[src/rtl/j1_io_pkg.sv]
// Shared widths, status-page offsets and flag bit positions for the J1 I/O fabric.
package j1_io_pkg;

    localparam int DATA_W = 16;
    localparam int PAGE_W = 8;

    localparam logic [PAGE_W-1:0] STAT_UNMAP_CNT  = 8'h00;
    localparam logic [PAGE_W-1:0] STAT_LAST_UNMAP = 8'h01;
    localparam logic [PAGE_W-1:0] STAT_FLAGS      = 8'h02;
    localparam logic [PAGE_W-1:0] STAT_ACC_BASE   = 8'h10;

    localparam int FLAG_RD = 0;
    localparam int FLAG_WR = 1;
    localparam int FLAG_W  = 2;

endpackage

[src/rtl/j1_io_sat_counter.sv]
// Saturating event counter; a clear takes priority over an increment.
module j1_io_sat_counter
    import j1_io_pkg::*;
(
    input  logic              clk,
    input  logic              rst,
    input  logic              clr,
    input  logic              inc,
    output logic [DATA_W-1:0] count
);

    always_ff @(posedge clk) begin
        if (rst) begin
            count <= '0;
        end else if (clr) begin
            count <= '0;
        end else if (inc && count != '1) begin
            count <= count + 1'b1;
        end
    end

endmodule

[src/rtl/j1_io_fabric.sv]
// J1 I/O page decoder, read mux and status page with access counters.
// Define IO_RDREG_EN to register io_din (one cycle of read latency).
module j1_io_fabric
    import j1_io_pkg::*;
#(
    parameter int          NUM_CH        = 4,
    parameter logic [63:0] CH_PAGES      = 64'h0000000070696867,
    parameter logic [7:0]  STAT_PAGE     = 8'h7F,
    parameter logic [15:0] DEFAULT_RDATA = 16'h0666
) (
    input  logic                     sys_clk_i,
    input  logic                     sys_rst_i,
    input  logic                     io_rd,
    input  logic                     io_wr,
    input  logic [15:0]              io_addr,
    input  logic [15:0]              io_dout,
    output logic [15:0]              io_din,
    output logic [NUM_CH-1:0]        ch_cs,
    input  logic [NUM_CH*16-1:0]     ch_rdata,
    output logic                     err_o
);

    logic [PAGE_W-1:0] page;
    logic [PAGE_W-1:0] off;
    logic              is_stat;
    logic              hit;
    logic              access;
    logic              unmapped;
    logic              stat_wr;
    logic [NUM_CH-1:0] cs;
    logic [DATA_W-1:0] ch_val;
    logic [DATA_W-1:0] acc_val;
    logic [DATA_W-1:0] stat_val;
    logic [DATA_W-1:0] mux_val;
    logic [DATA_W-1:0] unmap_cnt;
    logic [DATA_W-1:0] last_unmap;
    logic [FLAG_W-1:0] flags;
    logic [FLAG_W-1:0] flags_nxt;
    logic [DATA_W-1:0] acc_cnt [NUM_CH];
    logic              unused_dout;

    assign page        = io_addr[15:8];
    assign off         = io_addr[7:0];
    assign unused_dout = ^io_dout[DATA_W-1:FLAG_W];

    // First matching channel wins, so duplicate pages still give one-hot selects.
    always_comb begin
        cs      = '0;
        hit     = 1'b0;
        ch_val  = '0;
        is_stat = (page == STAT_PAGE);
        for (int i = 0; i < NUM_CH; i++) begin
            if (!hit && !is_stat &&
                page == CH_PAGES[PAGE_W*i +: PAGE_W]) begin
                cs[i]  = 1'b1;
                hit    = 1'b1;
                ch_val = ch_rdata[DATA_W*i +: DATA_W];
            end
        end
    end

    assign ch_cs    = cs;
    assign access   = io_rd | io_wr;
    assign unmapped = access && !hit && !is_stat;
    assign stat_wr  = io_wr && is_stat;

    for (genvar i = 0; i < NUM_CH; i++) begin : g_acc
        j1_io_sat_counter u_cnt (
            .clk   (sys_clk_i),
            .rst   (sys_rst_i),
            .clr   (stat_wr && off == STAT_ACC_BASE + PAGE_W'(i)),
            .inc   (access && cs[i]),
            .count (acc_cnt[i])
        );
    end

    j1_io_sat_counter u_unmap (
        .clk   (sys_clk_i),
        .rst   (sys_rst_i),
        .clr   (stat_wr && off == STAT_UNMAP_CNT),
        .inc   (unmapped),
        .count (unmap_cnt)
    );

    always_comb begin
        flags_nxt = flags;
        if (stat_wr && off == STAT_FLAGS) begin
            flags_nxt = flags & ~io_dout[FLAG_W-1:0];
        end
        if (unmapped) begin
            if (io_rd) flags_nxt[FLAG_RD] = 1'b1;
            if (io_wr) flags_nxt[FLAG_WR] = 1'b1;
        end
    end

    always_ff @(posedge sys_clk_i) begin
        if (sys_rst_i) begin
            flags      <= '0;
            last_unmap <= '0;
            err_o      <= 1'b0;
        end else begin
            flags <= flags_nxt;
            err_o <= |flags_nxt;
            if (unmapped) last_unmap <= io_addr;
        end
    end

    always_comb begin
        acc_val = '0;
        for (int i = 0; i < NUM_CH; i++) begin
            if (off == STAT_ACC_BASE + PAGE_W'(i)) acc_val = acc_cnt[i];
        end
        unique case (1'b1)
            (off == STAT_UNMAP_CNT):  stat_val = unmap_cnt;
            (off == STAT_LAST_UNMAP): stat_val = last_unmap;
            (off == STAT_FLAGS):      stat_val = {{(DATA_W-FLAG_W){1'b0}}, flags};
            default:                  stat_val = acc_val;
        endcase
    end

    always_comb begin
        unique case (1'b1)
            hit:     mux_val = ch_val;
            is_stat: mux_val = stat_val;
            default: mux_val = DEFAULT_RDATA;
        endcase
    end

`ifdef IO_RDREG_EN
    always_ff @(posedge sys_clk_i) begin
        if (sys_rst_i) io_din <= DEFAULT_RDATA;
        else           io_din <= mux_val;
    end
`else
    assign io_din = mux_val;
`endif

endmodule

[config.mk]
export PLATFORM = sky130hd
export DESIGN_NAME = j1_io_fabric
export DESIGN_NICKNAME = d
export VERILOG_FILES = /design/src/rtl/j1_io_pkg.sv /design/src/rtl/j1_io_sat_counter.sv /design/src/rtl/j1_io_fabric.sv
export SDC_FILE = /design/constraint.sdc
export NUM_CORES = 1
export LEC_CHECK = 0
export CAP_MARGIN = 10
export CORE_MARGIN = 1.5
export CORE_UTILIZATION = 48
export DETAILED_ROUTE_END_ITERATION = 8
export HOLD_SLACK_MARGIN = 0.12
export PLACE_DENSITY = 0.78
export REMOVE_ABC_BUFFERS = 1
export SYNTH_ARGS = -nofsm -noshare
export SYNTH_HDL_FRONTEND = slang
export SYNTH_SLANG_ARGS = --single-unit
[constraint.sdc]
create_clock -name sys_clk_i -period 2.1 [get_ports sys_clk_i]
set_input_delay 0.42 -clock sys_clk_i [delete_from_list [all_inputs] [get_ports sys_clk_i]]
set_output_delay 0.42 -clock sys_clk_i [all_outputs]
set_load 0.01 [all_outputs]
==> results.py, run 1 <==
metrics = {
    "global_route": {
        "use_met1": 0.490,
        "grt_start_max_net_pins": 17,
        "grt_pass1_vias": 7841,
        "antenna_found_initial": 0,
        "met3_usage": 0.109,
        "busiest_layer": "met2",
        "grt_use_met2": 0.610,
        "grt_use_total": 0.386,
        "grt_pass1_wl_um": 42100,
        "grt_overflow": 0,
    },
    "power": {
        "p_int_mw": 3.37,
        "p_comb_frac": 0.164,
        "clkPwrFrac": 0.409,
        "p_sw_mw": 1.13,
        "leakage_nw": 3.89,
        "seq_power_share": 0.427,
        "sw_frac_of_total": 0.251,
        "peakVddDrop_mv": 0.584,
        "p_per_area_nw_per_um2": 445,
    },
    "sta": {
        "maxSlewViolCount": 0,
        "hold_viol": 0,
        "worst_pin_slew_ps": 921,
        "fin_skew_ps": 10.3,
        "relSlewSlack": 0.381,
        "rsz0062_at_grt": "yes",
        "setup_viol": 16,
        "fin_ws_ps": -634,
        "fin_crit_sh": 1.30,
        "period_needed_ps": 2730,
        "fmax_mhz": 366,
    },
    "cts": {
        "cts_buffer_depth": 2,
        "numCtsBuffers": 9,
        "clkTransAtPathRegs_ps": 70,
        "h-tree-depth": 3,
        "holdBufCountCts": 0,
        "clock_latency_ps": 360,
        "cts_sinks": 99,
        "root_buffer": "clkbuf_16",
        "cts_tree": "done",
    },
    "critical_path": {
        "end_kind": "output port",
        "critical_path_class": "register to output port",
        "start_kind": "register",
        "timing.rr.start": "u_unmap.count[1]",
        "crit_arrival_ps": 2310,
        "slowest_stage": "nor3_1",
        "worstReg2RegEnd": "u_unmap.count[6]",
        "critPathLaunch": "g_acc[2].u_cnt.count[1]",
        "endpoint": "io_din[1]",
        "crit_required_ps": 1680,
        "worst-r2r-cell-count": 6,
        "reg2reg_slack_ps": 100,
        "path_max_fanout": 2,
        "crit_chain": "nor3_1 > a2111oi_4 > nor3_2 > o31ai_2 > buf_2",
        "cp_slowest_stage_delay_ps": 780,
    },
    "cells_and_area": {
        "final_core_util": 0.793,
        "multi_input_area_um2": 4650,
        "diodes": 0,
        "fillers": 783,
        "fin_area_um2": 10100,
        "layout-area-overhead-vs-synth_pct": 59.0,
        "seqCellArea_um2": 1990,
        "layout-drive-gt1-share": 0.370,
        "final_nets": 1170,
    },
    "logic_synthesis": {
        "yosysWarningCount": 0,
        "syn_area_um2": 6370,
        "seq_area_frac_synth": 0.311,
        "syn_avg_cell_area_um2": 8.26,
        "synth.distinct_cells": 70,
        "yosysMostFrequentCell": "dfxtp_1",
        "synth_area_leaders": "dfxtp_1 (31%), mux4_2 (5.3%), nor2_1 (4.6%)",
        "synth_seq_cells": 99,
        "synthTopCellsByCount": "dfxtp_1 (99), nor2_1 (78), nand2_1 (74), a21oi_1 (56), nand3_1 (38)",
        "synth_area_leader_cell": "dfxtp_1",
        "synth.top_cell.area_share": 0.311,
        "synth_edf_count": 0,
        "ys_async_sr_fraction": 0,
        "yosys_most_used_dff": "dfxtp_1",
        "netlist_instances": 771,
    },
    "floorplan": {
        "die_area_um2": 14000,
        "die_x_um": 118,
        "initial_core_util": 0.499,
        "die_h_um": 118,
        "core-area_um2": 12800,
        "io_pins": 121,
        "rows": 41,
    },
    "flow_run": {
        "cap_violations": 0,
    },
    "place": {
        "hpwl_um": 19100,
        "io_buffers": 106,
        "placed_area_um2": 9000,
        "gp_congestion": 1.03,
    },
    "hold_path": {
        "min_path_type": "input port to register",
    },
    "detailed_routing": {
        "wl_per_cell_um": 23.2,
        "first_iter_violations": 1266,
        "vias": 8191,
        "ant_nets": 0,
        "firstDrtPassIters": 6,
        "routed_wl_um": 28800,
        "drc": 0,
        "viasPerCell": 6.60,
    },
    "outcome": {
        "violations": "negative setup slack",
        "status": "finished, violations left",
    },
}
[worst max-delay path: cells and delay by family, from the launching register on]
kind,cells,cell delay (ps)
DFF,1,380
buffers and inverters,1,150
and+or+nand+nor,2,1050
AOI/OAI and AO/OA,2,370
[state kept, by name, summed over array words and instances (netlist names)]
register	cells
last_unmap	16
flags	2
err_o	1
g_acc.u_cnt.count	64
u_unmap.count	16
[layer usage]
layer | part of all wire | wire [um]
met2 | 0.45 | 12900
met1 | 0.37 | 10600
met5 | 0 | 0
met3 | 0.13 | 3640
met4 | 0.060 | 1730
[final cells by class]
cell class / instances / area share
Clock buffer: 11 / 0.0240
Sequential cell: 99 / 0.196
Tap cell: 172 / 0.0212
Clock inverter: 4 / 0.00729
Multi-Input combinational cell: 620 / 0.459
Inverter: 6 / 0.00247
Timing Repair Buffer: 329 / 0.289
[repair_timing]
item	in CTS	in global routing
buffers inserted	22	10
pin swaps	34	37
endpoints found under the setup margin	106	36
cloned	4	1
resized for setup	254	52
[cells in the final DEF (no fill, tap or decap), types with 11 or more instances in the layout]
| cell type | netlist | layout |
|---|---|---|
| or4_1 | 17 | 15 |
| mux2i_1 | 21 | 21 |
| mux4_2 | 15 | 15 |
| nor3_1 | 27 | 21 |
| nand2_1 | 74 | 70 |
| o21ai_0 | 27 | 14 |
| xor2_1 | 17 | 17 |
| buf_12 | 0 | 13 |
| buf_6 | 1 | 29 |
| buf_4 | 1 | 183 |
| nand3_1 | 38 | 36 |
| o21ai_1 | 1 | 11 |
| a21oi_1 | 56 | 52 |
| nor2_1 | 78 | 70 |
| nand4_1 | 24 | 24 |
| and3_1 | 18 | 15 |
| o31ai_1 | 16 | 15 |
| xnor2_1 | 21 | 21 |
| buf_2 | 16 | 26 |
| dfxtp_1 | 99 | 94 |
| clkdlybuf4s50_1 | 0 | 68 |
[stage by stage]
stage          setup WS [ps]  instances  hold WS [ps]  TNS [ps]  power [mW]
2_1_floorplan           -508        725           425     -7960        2.13
3_3_place_gp           -1140       1196           441    -61200        2.56
3_5_place_dp           -1130       1196           450    -64300        2.57
4_1_cts                 -225       1236           353     -3040        4.43
5_1_grt                 -605       1241           344     -4270        4.60
6_report                -634       1241           329     -3920        4.50
[worst min-delay path by stage]
stage | startpoint | cells past startpoint | to
finish | io_addr[10] | 3 | last_unmap[10]
global placement | last_unmap[1] | 2 | last_unmap[1]
global route | io_addr[10] | 3 | last_unmap[10]
floorplan | last_unmap[1] | 2 | last_unmap[1]
CTS | io_addr[10] | 3 | last_unmap[10]
detailed placement | last_unmap[1] | 2 | last_unmap[1]
[logic make-up (layout without fill, tap and decap cells)]
group           after synthesis  in the layout  share of synthesized area
buf+inv                      52            350                     0.0356
flops                        99             99                      0.311
mux                          43             43                     0.0984
fa+ha+maj                     5              5                    0.00982
compound gates              177            177                      0.182
simple gates                357            357                      0.311
xor+xnor                     38             38                     0.0522
[power groups by stage]
stage          combinational (mW)  clock, mW  sequential, mW
2_1_floorplan               0.167          0            1.96
3_5_place_dp                0.608          0            1.97
4_1_cts                     0.682       1.83            1.92
5_1_grt                     0.761       1.92            1.92
6_report                    0.740       1.84            1.92
3_3_place_gp                0.599          0            1.96
No activity file was read; power rests on OpenSTA's default activity.
==> run 2, diff against run 1 <==
--- a/config.mk
+++ b/config.mk
@@ -7,11 +7,12 @@
 export LEC_CHECK = 0
 export CAP_MARGIN = 10
 export CORE_MARGIN = 1.5
-export CORE_UTILIZATION = 48
+export CORE_UTILIZATION = 49
 export DETAILED_ROUTE_END_ITERATION = 8
 export HOLD_SLACK_MARGIN = 0.12
 export PLACE_DENSITY = 0.78
 export REMOVE_ABC_BUFFERS = 1
 export SYNTH_ARGS = -nofsm -noshare
 export SYNTH_HDL_FRONTEND = slang
+export SYNTH_HIERARCHICAL = 1
 export SYNTH_SLANG_ARGS = --single-unit
==> results.py, run 2 <==
metrics = {
    "cts": {
        "numCtsBuffers": 9,
        "h-tree-depth": 3,
        "cts_sinks": 99,
        "cts_buffer_depth": 2,
        "cts_tree": "done",
        "clkTransAtPathRegs_ps": 70,
        "root_buffer": "clkbuf_16",
        "clock_latency_ps": 370,
    },
    "logic_synthesis": {
        "ys_async_sr_fraction": 0,
        "synth_edf_count": 0,
        "synth_seq_cells": 99,
        "synth_area_leader_cell": "dfxtp_1",
        "syn_avg_cell_area_um2": 8.53,
        "synth.top_cell.area_share": 0.277,
        "seq_area_frac_synth": 0.277,
        "synthTopCellsByCount": "nand2_1 (120), dfxtp_1 (99), mux2i_1 (56), a21oi_1 (40), nand3_1 (32)",
        "synth.distinct_cells": 80,
        "yosysMostFrequentCell": "nand2_1",
        "yosysWarningCount": 6,
        "netlist_instances": 840,
        "syn_area_um2": 7170,
        "synth_area_leaders": "dfxtp_1 (28%), mux2i_1 (7.8%), nand2_1 (6.3%)",
        "yosys_most_used_dff": "dfxtp_1",
    },
    "global_route": {
        "grt_overflow": 0,
        "grt_use_total": 0.379,
        "grt_pass1_wl_um": 44700,
        "antenna_found_initial": 0,
        "grt_pass1_vias": 8560,
        "grt_start_max_net_pins": 32,
    },
    "critical_path": {
        "start_kind": "input port",
        "critical_path_class": "input port to output port",
        "path_max_fanout": 7,
        "crit_arrival_ps": 2680,
        "end_kind": "output port",
        "crit_required_ps": 1680,
    },
    "detailed_routing": {
        "first_iter_violations": 1839,
        "drc": 0,
        "wl_met3_um": 4970,
        "ant_nets": 0,
        "wl_per_cell_um": 26.9,
        "wl_met2_um": 16100,
        "vias": 9853,
        "top_layer_used": "met4",
        "drt-met1-wl_um": 12100,
        "viasPerCell": 7.18,
        "firstDrtPassIters": 6,
        "routed_wl_um": 36900,
    },
    "sta": {
        "fin_crit_sh": 1.48,
        "relSlewSlack": 0.216,
        "setup_viol": 83,
        "period_needed_ps": 3100,
        "rsz0062_at_grt": "yes",
        "fin_skew_ps": 15.0,
        "fin_ws_ps": -999,
        "fmax_mhz": 323,
        "hold_viol": 0,
        "finalSetupTns_ps": -17540,
        "maxSlewViolCount": 0,
        "worst_pin_slew_ps": 1180,
    },
    "cells_and_area": {
        "final_core_util": 0.806,
        "stdcell_count": 1373,
        "final_nets": 1290,
        "largest_reg_flops": 64,
        "layout-area-overhead-vs-synth_pct": 62.2,
        "fillers": 730,
        "mostFrequentLayoutCells": "buf_4 (217), nand2_1 (110), dfxtp_1 (99)",
        "diodes": 0,
        "largestRegisters": "g_acc.u_cnt/count: 64 flops, last_unmap: 16 flops, u_unmap/count: 16 flops",
        "largest-register": "g_acc.u_cnt/count",
        "layout-drive-gt1-share": 0.447,
        "final_common_cell": "buf_4",
    },
    "hold_path": {
        "min_path_type": "input port to register",
    },
    "floorplan": {
        "rows": 44,
        "die_h_um": 124,
        "die_x_um": 124,
        "io_pins": 121,
        "core-area_um2": 14400,
        "initial_core_util": 0.497,
        "die_area_um2": 15400,
    },
    "power": {
        "peakVddDrop_mv": 0.427,
        "leakage_nw": 4.76,
        "p_per_area_nw_per_um2": 383,
        "power_mw": 4.45,
    },
    "place": {
        "io_buffers": 106,
        "hpwl_um": 18700,
        "dpl.cell_count": 1292,
        "gp_congestion": 0.942,
    },
    "outcome": {
        "status": "finished, violations left",
        "violations": "negative setup slack",
    },
    "flow_run": {
        "cap_violations": 0,
    },
}
==> run 2: what timing repair did <==
item,in CTS,in global routing
gates cloned,4,1
pin swaps,96,75
hold buffers,0,0
resized for setup,273,145
endpoints found under the setup margin,119,106
buffers inserted,37,41
==> run 2: cell type report <==
class | instances | area, um2 | share of cell area
repair buffers | 389 | 3500 | 0.301
clock buffers | 13 | 270 | 0.0233
well taps | 184 | 230 | 0.0198
flip-flops and latches | 99 | 1980 | 0.171
multi-input cells | 678 | 5600 | 0.482
clock inverters | 2 | 10.0 | 0.000861
inverters | 8 | 32.5 | 0.00280
==> run 2: cells by family (layout without fill, tap and decap cells) <==
kind of cell | Yosys count | after routing | share of synthesized area
AO/OA/AOI/OAI | 249 | 249 | 0.259
adder cells (fa/ha/maj) | 5 | 5 | 0.00873
buffers and inverters | 64 | 412 | 0.0569
flip-flops | 99 | 99 | 0.277
multiplexers | 68 | 68 | 0.0971
AND/OR/NAND/NOR | 355 | 356 | 0.302
==> run 2: per-layer routing <==
metal  global-route usage  up-vias
met5                    0        -
met1                0.459     4498
met4                0.222        0
li1                     -     3954
met3               0.0769      391
met2                0.623     1010
==> run 2: final timing paths <==
path                                           endpoint                     from  depth (start not counted)  slack (ps)
worst min-delay path                     last_unmap[14]              io_addr[14]                          4         430
worst max-delay path                          io_din[1]               io_addr[0]                          9       -1000
worst max register to register  g_acc[0].u_cnt/count[1]  g_acc[0].u_cnt/count[8]                          6          90
worst min register to register            last_unmap[8]            last_unmap[8]                          2         480
==> run 2: per-stage QoR <==
| step | hold WS, ps | setup WS (ps) | cell area [um2] |
|---|---|---|---|
| after floorplan | 431 | -710 | 6790 |
| after global placement | 443 | -1270 | 9760 |
| after detailed placement | 451 | -1260 | 9760 |
| after CTS | 442 | -587 | 10800 |
| after global routing | 427 | -945 | 11600 |
| final | 425 | -999 | 11600 |
==> run 2: report_power, final <==
group / leakage [nW] / switching [mW] / total, mW / internal, mW
combinational: 3.82 / 0.381 / 0.819 / 0.437
sequential: 0.803 / 0.0318 / 1.94 / 1.91
clock: 0.141 / 0.796 / 1.69 / 0.894
==> run 2: critical path: stages <==
cell and delay [ps]:
buf_8 100, buf_8 130, nor4b_4 140, buf_4 160
buf_4 140, a222oi_1 920, o21ai_1 150, a311o_1 340
buf_2 150
